[src/rtl/aes_block_sequencer.sv]
// Multi-block load / crypt / store sequencer for the AES HWPE.
// Moves num_blocks blocks word by word from the source stream, through the cipher core, to the sink stream.
module aes_block_sequencer #(
    parameter int WORDS_PER_BLOCK = 4,
    parameter int WORD_BYTES      = 4,
    parameter int ADDR_W          = 32,
    parameter int NBLK_W          = 16,
    localparam int IDX_W          = (WORDS_PER_BLOCK > 1) ? $clog2(WORDS_PER_BLOCK) : 1
) (
    input  logic              clk,
    input  logic              reset_n,
    input  logic              clear,
    input  logic              start_i,
    input  logic [ADDR_W-1:0] src_base_i,
    input  logic [ADDR_W-1:0] dst_base_i,
    input  logic [NBLK_W-1:0] num_blocks_i,
    output logic              rd_req_o,
    output logic [ADDR_W-1:0] rd_addr_o,
    input  logic              rd_ready_i,
    input  logic              rd_done_i,
    output logic              eng_start_o,
    input  logic              eng_done_i,
    output logic              wr_req_o,
    output logic [ADDR_W-1:0] wr_addr_o,
    input  logic              wr_ready_i,
    input  logic              wr_done_i,
    output logic [IDX_W-1:0]  word_idx_o,
    output logic              busy_o,
    output logic              done_o,
    output logic [3:0]        state_o
);

    localparam logic [3:0] S_IDLE        = 4'd0;
    localparam logic [3:0] S_LOAD_REQ    = 4'd1;
    localparam logic [3:0] S_LOAD_WAIT   = 4'd2;
    localparam logic [3:0] S_CRYPT_START = 4'd3;
    localparam logic [3:0] S_CRYPT_WAIT  = 4'd4;
    localparam logic [3:0] S_STORE_REQ   = 4'd5;
    localparam logic [3:0] S_STORE_WAIT  = 4'd6;
    localparam logic [3:0] S_NEXT        = 4'd7;
    localparam logic [3:0] S_FINISH      = 4'd8;

    localparam logic [IDX_W-1:0] LAST_WORD = IDX_W'(WORDS_PER_BLOCK - 1);

    // Handshake: a req output is a level held from REQ entry until ready is sampled high on a
    // rising edge; done (and eng_done) is honoured only in the matching WAIT state, never stored.
    logic [3:0]        state_q, state_d;
    logic [NBLK_W-1:0] blk_cnt_q, blk_cnt_d;
    logic [IDX_W-1:0]  word_cnt_q, word_cnt_d;
    logic [ADDR_W-1:0] src_base_q, src_base_d;
    logic [ADDR_W-1:0] dst_base_q, dst_base_d;
    logic [NBLK_W-1:0] nblk_q, nblk_d;
    logic [ADDR_W-1:0] word_off;

    always_comb begin
        state_d    = state_q;
        blk_cnt_d  = blk_cnt_q;
        word_cnt_d = word_cnt_q;
        src_base_d = src_base_q;
        dst_base_d = dst_base_q;
        nblk_d     = nblk_q;
        if (clear) begin
            state_d    = S_IDLE;
            blk_cnt_d  = '0;
            word_cnt_d = '0;
            src_base_d = '0;
            dst_base_d = '0;
            nblk_d     = '0;
        end else begin
            case (state_q)
                S_IDLE: begin
                    if (start_i) begin
                        src_base_d = src_base_i;
                        dst_base_d = dst_base_i;
                        nblk_d     = num_blocks_i;
                        blk_cnt_d  = '0;
                        word_cnt_d = '0;
                        state_d    = (num_blocks_i == '0) ? S_FINISH : S_LOAD_REQ;
                    end
                end
                S_LOAD_REQ: begin
                    if (rd_ready_i) state_d = S_LOAD_WAIT;
                end
                S_LOAD_WAIT: begin
                    if (rd_done_i) begin
                        if (word_cnt_q == LAST_WORD) begin
                            word_cnt_d = '0;
                            state_d    = S_CRYPT_START;
                        end else begin
                            word_cnt_d = word_cnt_q + IDX_W'(1);
                            state_d    = S_LOAD_REQ;
                        end
                    end
                end
                S_CRYPT_START: state_d = S_CRYPT_WAIT;
                S_CRYPT_WAIT: begin
                    if (eng_done_i) state_d = S_STORE_REQ;
                end
                S_STORE_REQ: begin
                    if (wr_ready_i) state_d = S_STORE_WAIT;
                end
                S_STORE_WAIT: begin
                    if (wr_done_i) begin
                        if (word_cnt_q == LAST_WORD) begin
                            word_cnt_d = '0;
                            state_d    = S_NEXT;
                        end else begin
                            word_cnt_d = word_cnt_q + IDX_W'(1);
                            state_d    = S_STORE_REQ;
                        end
                    end
                end
                S_NEXT: begin
                    // nblk_q is never zero here, so the subtraction cannot wrap.
                    if (blk_cnt_q == nblk_q - NBLK_W'(1)) begin
                        state_d = S_FINISH;
                    end else begin
                        blk_cnt_d = blk_cnt_q + NBLK_W'(1);
                        state_d   = S_LOAD_REQ;
                    end
                end
                S_FINISH: state_d = S_IDLE;
                default:  state_d = S_IDLE;
            endcase
        end
    end

    always_ff @(posedge clk or negedge reset_n) begin
        if (!reset_n) begin
            state_q    <= S_IDLE;
            blk_cnt_q  <= '0;
            word_cnt_q <= '0;
            src_base_q <= '0;
            dst_base_q <= '0;
            nblk_q     <= '0;
        end else begin
            state_q    <= state_d;
            blk_cnt_q  <= blk_cnt_d;
            word_cnt_q <= word_cnt_d;
            src_base_q <= src_base_d;
            dst_base_q <= dst_base_d;
            nblk_q     <= nblk_d;
        end
    end

    // Byte offset of the current word, wrapping at ADDR_W bits.
    assign word_off = (ADDR_W'(blk_cnt_q) * ADDR_W'(WORDS_PER_BLOCK) + ADDR_W'(word_cnt_q))
                      * ADDR_W'(WORD_BYTES);

    assign rd_addr_o   = src_base_q + word_off;
    assign wr_addr_o   = dst_base_q + word_off;
    assign rd_req_o    = (state_q == S_LOAD_REQ);
    assign wr_req_o    = (state_q == S_STORE_REQ);
    assign eng_start_o = (state_q == S_CRYPT_START);
    assign done_o      = (state_q == S_FINISH);
    assign busy_o      = (state_q != S_IDLE);
    assign word_idx_o  = word_cnt_q;
    assign state_o     = state_q;

endmodule

[config.mk]
export PLATFORM = sky130hd
export DESIGN_NAME = aes_block_sequencer
export DESIGN_NICKNAME = d
export VERILOG_FILES = /design/src/rtl/aes_block_sequencer.sv
export SDC_FILE = /design/constraint.sdc
export NUM_CORES = 1
export LEC_CHECK = 0
export ABC_AREA = 1
export CAP_MARGIN = 20
export CORE_ASPECT_RATIO = 1.1
export CORE_MARGIN = 2
export CORE_UTILIZATION = 30
export CTS_BUF_LIST = sky130_fd_sc_hd__clkbuf_16
export DETAILED_ROUTE_END_ITERATION = 8
export GPL_ROUTABILITY_DRIVEN = 0
export SLEW_MARGIN = 20
export SYNTH_ARGS = -nofsm -noshare
export SYNTH_HDL_FRONTEND = slang
export SYNTH_SLANG_ARGS = --single-unit
[constraint.sdc]
create_clock -name clk -period 2.55 [get_ports clk]
set_clock_uncertainty 0.2 [all_clocks]
set_input_delay 0.51 -clock clk [delete_from_list [all_inputs] [get_ports clk]]
set_output_delay 0.51 -clock clk [all_outputs]
set_load 0.02 [all_outputs]
== Word level (Yosys, flattened, before mapping) ==
Cells that the tools add are included.
Word-level totals
  flip-flop bits (word level): 102
  input bits: 89
  output and inout port bits: 75
Operators by class
  add/subtract/negate cells: 6
  equal/unequal tests: 17
  muxes and demuxes: 31
  reduce and logical (&&, ||, !) cells: 11
Operator list (number)
  32-bit two-way mux: 6
  16-bit two-way mux: 6
  32-bit by 21-bit adder with 32-bit output: 2
  4-bit two-way mux: 9
  16-bit one-hot mux with 2 select lines: 1
  4-bit one-hot mux with 8 select lines: 1
  18-bit by 2-bit adder with 19-bit output: 1
  16-bit by 1-bit adder with 16-bit output (second input constant): 1
  16-bit == test: 1
  4-bit by 3-bit == test with 1-bit output (second input constant): 4
  16-bit logical NOT: 1
  16-bit by 1-bit subtractor with 16-bit output (second input constant): 1
  3-bit != test (second input constant): 5
  2-bit two-way mux: 7
  4-bit by 2-bit == test with 1-bit output (second input constant): 2
  4-bit nonzero test: 2
  3-bit by 2-bit != test with 1-bit output (second input constant): 2
  2-bit one-hot mux with 3 select lines: 1
  6-bit AND reduction: 1
  4-bit by 1-bit == test with 1-bit output (second input constant): 1
  4-bit == test (second input constant): 1
  4-bit logical NOT: 1
  4-bit AND reduction: 1
  2-bit nonzero test: 2
  other kinds (5): 5

== Depth between registers and ports, before layout ==
Gate-level depths: netlist of run 1.
  depth in word-level cells: 5
  gate-level depth with buffers: 16

== Worst setup path after synthesis of run 1 ==
OpenSTA, ideal clock, no wires.
  kind: register to output
  start point: reg word_cnt_q[0], in the netlist word_idx_o[0]
  end point: out wr_addr_o[18]
  data arrival time: 2187 ps
  data required time: 1840 ps
  setup slack: -347 ps
  cell stages (with the launch flop): 12
  path through: dfrtp_1 > ha_1 > inv_1 > fa_1 > inv_1 > a21oi_1 > inv_1 > nand2_1 > o21ai_0 > nand2_1 > nand2_1 > xor2_1
On the way
  longest elaborated chain between the ends: 2
Ends and longest elaborated chain
  from (decl): line 49  | logic [IDX_W-1:0] word_cnt_q, word_cnt_d;
  from (signal assigned): line 139  | word_cnt_q <= word_cnt_d;
  18-bit by 2-bit adder with 19-bit output: line 147  | assign word_off = (ADDR_W'(blk_cnt_q) * ADDR_W'(WORDS_PER_BLOCK) + ADDR_W'(word_cnt_q))
  32-bit by 21-bit adder with 32-bit output: line 151  | assign wr_addr_o = dst_base_q + word_off;
  to (decl): line 24  | output logic [ADDR_W-1:0] wr_addr_o,
Every way passes these cells.

== Worst setup path in the final report of run 1 ==
  start point: reg blk_cnt_q[14]
  end point: out rd_addr_o[26]
On the way
  longest elaborated chain between the ends: 2
Ends and longest elaborated chain
  from (decl): line 48  | logic [NBLK_W-1:0] blk_cnt_q, blk_cnt_d;
  from (signal assigned): line 138  | blk_cnt_q <= blk_cnt_d;
  18-bit by 2-bit adder with 19-bit output: line 147
  32-bit by 21-bit adder with 32-bit output: line 150  | assign rd_addr_o = src_base_q + word_off;
  to (decl): line 18  | output logic [ADDR_W-1:0] rd_addr_o,
Every way passes these cells.

==> flow_summary.json, run 1 <==
{
  "stdcell_area_sq_um": 13720,
  "drv.max_cap_violation_count": 0,
  "wl_met1_um": 12050,
  "powerDensity_nw_per_um2": 522.2,
  "yosys_warnings": 0,
  "antenna_found_initial": 0,
  "clock-sinks": 102,
  "cp_max_fo": 4,
  "grt_pass1_vias": 8646,
  "grt_first_pass_wirelength_um": 44690,
  "worst_slew_pin_slew_ns": 0.4765,
  "yosysTopAreaCell": "dfrtp_1",
  "dpl-instance-area_sq_um": 11530,
  "ff_latch_area_sq_um": 2575,
  "dp_slack_ns": -0.7772,
  "syn_to_final_growth_pct": 75.66,
  "min_period_over_period_pct": 125.2,
  "multiInputGateArea_sq_um": 6456,
  "drc": 0,
  "reg2reg_slack_ns": 0.11,
  "slew_viol_final": 0,
  "hold_slack_ns": 0.2877,
  "ir_drop_uv": 309.3,
  "finish.utilization_pct": 53.97,
  "ys_ff_latch": 102,
  "ys.flop_type": "dfrtp_1",
  "drt-vias-per-instance": 4.883,
  "post_drt_wl_per_cell_um": 16.65,
  "track_usage_pct": 20.75,
  "die_w_um": 157.8,
  "root_buffer": "clkbuf_16",
  "start_util_pct": 30.72,
  "clkLatencyLatePin_ns": 0.38,
  "tns_ns": -24.56,
  "netlist_top_cells_area": "dfrtp_1 33%, nand2_1 17%, ha_1 6.2%",
  "io_pins": 164,
  "clk_pin_slew_worst_paths_ns": 0.08,
  "final_antenna_net_count": 0,
  "vias": 8960,
  "port_buffers": 163,
  "async_flop_share_pct": 100.0,
  "cellLeakagePower_nw": 6.432,
  "synth_top_area_share_pct": 32.69,
  "synthCells": 1121,
  "synth_most_common_cell": "nand2_1",
  "firstDrtPassIters": 6,
  "grt_remaining_overflow": 0,
  "ys_types": 42,
  "cts_tree": "built",
  "synth_common_cells": "346 x nand2_1, 102 x dfrtp_1, 102 x inv_1",
  "post-route-min-period_ns": 3.192,
  "synth_edf_count": 0,
  "die_area_sq_um": 27340,
  "met3_wirelength_um": 1627,
  "routed_wl_um": 30550,
  "highest_layer": "met4",
  "worst_slack_ns": -0.6416,
  "required_ns": 1.84,
  "synth_area_sq_um": 7809,
  "cp.arrival_ns": 2.48,
  "cts_max_level": 3,
  "core-area_sq_um": 25420,
  "syn_nets": 1251,
  "cp-end-kind": "output pin",
  "critPathKind": "flop to output pin",
  "drtIter0Drc": 813,
  "grt_max_degree": 93,
  "final_hold_viol_count": 0,
  "grt_setup_unrepaired": "yes",
  "total_power_mw": 7.163,
  "violations": "negative setup slack",
  "dp_cells": 1764,
  "nets": 1614,
  "hold_path.class": "flop to flop",
  "worstSetupStartpointType": "flop",
  "cts.path.max_buffers": 2,
  "finalSetupViolCount": 54,
  "final_cells": 1835,
  "max_freq_mhz": 313.3,
  "wl_met2_um": 15730,
  "outcome": "finished with violations",
  "drive_above_1_share_pct": 39.02,
  "synth.avg_cell_area_sq_um": 6.966,
  "cts_buffers": 9,
  "ys_seq_area_share_pct": 32.69,
  "slew_headroom_pct": 68.24,
  "fill_cells": 2247,
  "diodes": 0,
  "place_hpwl_um": 21040,
  "die_h_um": 173.2,
  "placementRows": 61
}
## layer usage
layer / vias up / GRT usage (%)
met2: 290 / 36.11
met5: - / 0
met3: 78 / 4.375
li1: 4411 / -
met4: 0 / 6.894
met1: 4181 / 25.25
## worst paths after layout
check                          startpoint  cells past startpoint        endpoint
setup / recovery            blk_cnt_q[14]                     10   rd_addr_o[26]
hold / removal             dst_base_q[30]                      2  dst_base_q[30]
setup reg to reg             blk_cnt_q[3]                     16    blk_cnt_q[1]
hold reg to reg            dst_base_q[30]                      2  dst_base_q[30]
max in group asynchronous         reset_n                      3    blk_cnt_q[2]
min in group asynchronous         reset_n                      2      state_o[1]
## power by group
group | total, mW | internal, mW | switching (mW)
Sequential | 2.15 | 1.86 | 0.292
Combinational | 3.54 | 1.61 | 1.93
Clock | 1.47 | 0.697 | 0.773
Total | 7.16 | 4.17 | 3.00
## repair_timing
| item | in CTS | in global routing |
|---|---|---|
| gates resized for setup | 504 | 145 |
| setup buffers | 33 | 28 |
| pin swaps | 94 | 102 |
| hold buffers | 1 | 0 |
| endpoints found under the hold margin | 28 | 0 |
| endpoints found under the setup margin | 61 | 68 |
| cloned | 0 | 2 |
## sequential cells by signal, indices dropped and copies added (netlist names)
name,cells
blk_cnt_q,16
src_base_q,32
dst_base_q,32
nblk_q,16
state_o,4
word_idx_o,2
## worst max-delay path, stage by stage (launching register included)
cell	delay, ns
dfrtp_2	0.48
buf_12	0.15
ha_4	0.30
nand2_4	0.07
nor3_2	0.23
nand4_1	0.13
nand3_2	0.14
buf_6	0.13
nand4_1	0.10
xnor2_1	0.19
buf_4	0.17
## cell families after synthesis
family          Yosys count  synth area share, %
compound gates          192                13.88
buf+inv                 144                7.387
flops                   102                32.69
fa+ha+maj                41                6.762
simple gates            570                31.21
xor+xnor                 72                8.076
## layout by cell type (no fill, tap or decap), drive strengths merged, types with 2 or more instances in the layout
cell / Yosys / layout
fa: 2 / 2
a21o: 4 / 4
o31ai: 18 / 18
nand4: 41 / 41
xor2: 48 / 48
xnor2: 24 / 24
nand3b: 6 / 6
a31oi: 4 / 4
a21oi: 49 / 49
dlygate4sd2: 0 / 3
nor4: 9 / 9
clkdlybuf4s50: 0 / 100
ha: 39 / 39
o22ai: 2 / 2
nand3: 39 / 40
and2: 2 / 2
a31o: 4 / 4
nor2: 107 / 107
o21bai: 8 / 8
nor3: 16 / 16
buf: 16 / 280
nand2: 348 / 348
o21ai: 94 / 94
dfrtp: 102 / 102
clkbuf: 19 / 10
a21boi: 3 / 3
clkinv: 1 / 3
inv: 108 / 113
## layout make-up
type,count,area share [%]
multi-input cells,876,47.07
well taps,346,3.156
inverters,109,3.056
clock inverters,7,0.5199
repair buffers,386,25.79
flip-flops and latches,102,18.77
clock buffers,9,1.642
Power figures use the tool's default switching activity.
==> inputs of run 2 (changes only) <==
GPL_TIMING_DRIVEN = 0   (was default)
SLEW_MARGIN = default   (was 20)
==> flow_summary.json, run 2 (synthesis gave the netlist of run 1 again) <==
{
  "antenna_found_initial": 0,
  "r2r-start": "blk_cnt_q[15]",
  "vias": 8718,
  "grt_remaining_overflow": 0,
  "grt_max_degree": 68,
  "track_usage_pct": 21.10,
  "cts_buffers": 9,
  "worstSetupStartpointType": "flop",
  "firstDrtPassIters": 5,
  "max_freq_mhz": 304.9,
  "hp-start": "dst_base_q[0]",
  "slowest_stage": "dfrtp_2",
  "outcome": "finished with violations",
  "holdPathStages": 2,
  "powerDensity_nw_per_um2": 550.4,
  "die_area_sq_um": 27340,
  "cts_tree": "built",
  "hold_slack_ns": 0.2941,
  "io_pins": 164,
  "dpl-instance-area_sq_um": 10380,
  "finalSetupViolCount": 55,
  "min_to": "dst_base_q[0]",
  "clock-sinks": 102,
  "die_w_um": 157.8,
  "drc": 0,
  "worstReg2RegEnd": "blk_cnt_q[11]",
  "post_drt_wl_per_cell_um": 17.12,
  "worst_slew_pin_slew_ns": 0.6915,
  "grt_pass1_vias": 8519,
  "worstPathCellList": "buf_12 -> ha_4 -> inv_2 -> fa_2 -> buf_4 -> buf_6 -> buf_6 -> o31ai_4 -> xor2_1 -> buf_4",
  "hold_path.class": "flop to flop",
  "core-area_sq_um": 25420,
  "routed_wl_um": 29790,
  "finish.utilization_pct": 49.47,
  "clk_pin_slew_worst_paths_ns": 0.09,
  "syn_to_final_growth_pct": 61.02,
  "cellLeakagePower_nw": 5.715,
  "drive_above_1_share_pct": 31.64,
  "port_buffers": 162,
  "slew_headroom_pct": 53.90,
  "layout_common_cells": "308 x nand2_1, 105 x buf_4, 98 x clkdlybuf4s50_1",
  "cts_max_level": 3,
  "ir_drop_uv": 339.1,
  "nets": 1519,
  "reg_top3": "dst_base_q: 32 flops, src_base_q: 32 flops",
  "final_hold_viol_count": 0,
  "final_antenna_net_count": 0,
  "drtIter0Drc": 724,
  "reg2reg_depth": 12,
  "cp.arrival_ns": 2.57,
  "worst_slack_ns": -0.7299,
  "cp_max_fo": 3,
  "reg2reg_slack_ns": 0.07,
  "drt-vias-per-instance": 5.010,
  "grt_setup_unrepaired": "yes",
  "drv.max_cap_violation_count": 0,
  "layout_commonest_cell": "nand2_1",
  "violations": "negative setup slack",
  "root_buffer": "clkbuf_16",
  "post-route-min-period_ns": 3.280,
  "cts.path.max_buffers": 2,
  "stdcell_area_sq_um": 12570,
  "min_period_over_period_pct": 128.6,
  "diodes": 0,
  "placementRows": 61,
  "cp-end-kind": "output pin",
  "critPathKind": "flop to output pin",
  "slew_viol_final": 0,
  "place_hpwl_um": 20780,
  "required_ns": 1.84,
  "grt_first_pass_wirelength_um": 45730,
  "clkLatencyLatePin_ns": 0.37,
  "slowest_delay_ns": 0.44,
  "start_util_pct": 30.72,
  "die_h_um": 173.2
}
## run 2: changes by cell type in the layout (fill, tap and decap cells not counted), moves of 6 or more
cell,before,now
buf_4,200,105
buf_6,68,44
clkbuf_1,0,16
nand2_1,296,308
nand2_4,18,6
buf_2,3,12
inv_1,86,92
nor2_2,16,10
## run 2: critical path: cells and delay by family, from the launching register on
kind            cells  cell delay [ns]
xor+xnor            1             0.24
flops               1             0.44
buf+inv             6             0.74
compound gates      1             0.24
fa+ha+maj           2             0.53
## run 2: power by group
| group | internal (mW) | total, mW | leakage (nW) | switching [mW] |
|---|---|---|---|---|
| logic | 1.43 | 3.27 | 4.26 | 1.84 |
| clock network | 0.698 | 1.46 | 0.147 | 0.766 |
| registers | 1.86 | 2.19 | 1.31 | 0.326 |
| total | 3.98 | 6.92 | 5.71 | 2.94 |
## run 2: how the worst max path moves through the flow
| stage | start | endpoint | cells past startpoint |
|---|---|---|---|
| 2_1_floorplan | word_idx_o[0] | wr_addr_o[28] | 9 |
| 3_3_place_gp | reset_n | blk_cnt_q[9] | 1 |
| 3_5_place_dp | blk_cnt_q[15] | wr_addr_o[28] | 9 |
| 4_1_cts | blk_cnt_q[10] | wr_addr_o[28] | 11 |
| 5_1_grt | blk_cnt_q[7] | wr_addr_o[28] | 11 |
| 6_report | word_idx_o[0] | wr_addr_o[6] | 10 |
## run 2: per-layer routing
metal / up-vias / part of all wire [%] / wire (um) / global-route usage [%]
met1: 4174 / 42 / 12380 / 27.12
li1: 4225 / - / - / -
met5: - / 0 / 0 / 0
met4: 0 / 3.0 / 893 / 6.061
met2: 257 / 50 / 15010 / 36.30
met3: 62 / 5.0 / 1500 / 3.300
## run 2: per-stage QoR
step	setup TNS, ns	instances	power (mW)	worst slack [ns]
2_1_floorplan	-0.3874	1121	3.802	-0.09257
3_3_place_gp	-437.02	1629	4.935	-3.827
3_5_place_dp	-89.16	1630	4.965	-1.025
4_1_cts	-23.41	1706	6.601	-0.6460
5_1_grt	-31.80	1740	7.306	-0.8138
6_report	-26.65	1740	6.920	-0.7299
## run 2: what timing repair did
item	CTS	global route
endpoints found under the setup margin	144	149
cloned	0	3
hold endpoints to repair	35	0
resized for setup	458	131
pin swaps	78	69
setup buffers	60	32
hold buffers	1	0
## run 2: cell type report
cell class / count / area [sq um]
clock buffer: 9 / 225.2
tap: 346 / 432.9
sequential: 102 / 2579
timing repair buffer: 256 / 2424
clock inverter: 7 / 73.82
fill: 2402 / 12840
buffer: 35 / 177.7
inverter: 109 / 415.4
multi-input combinational: 876 / 6246
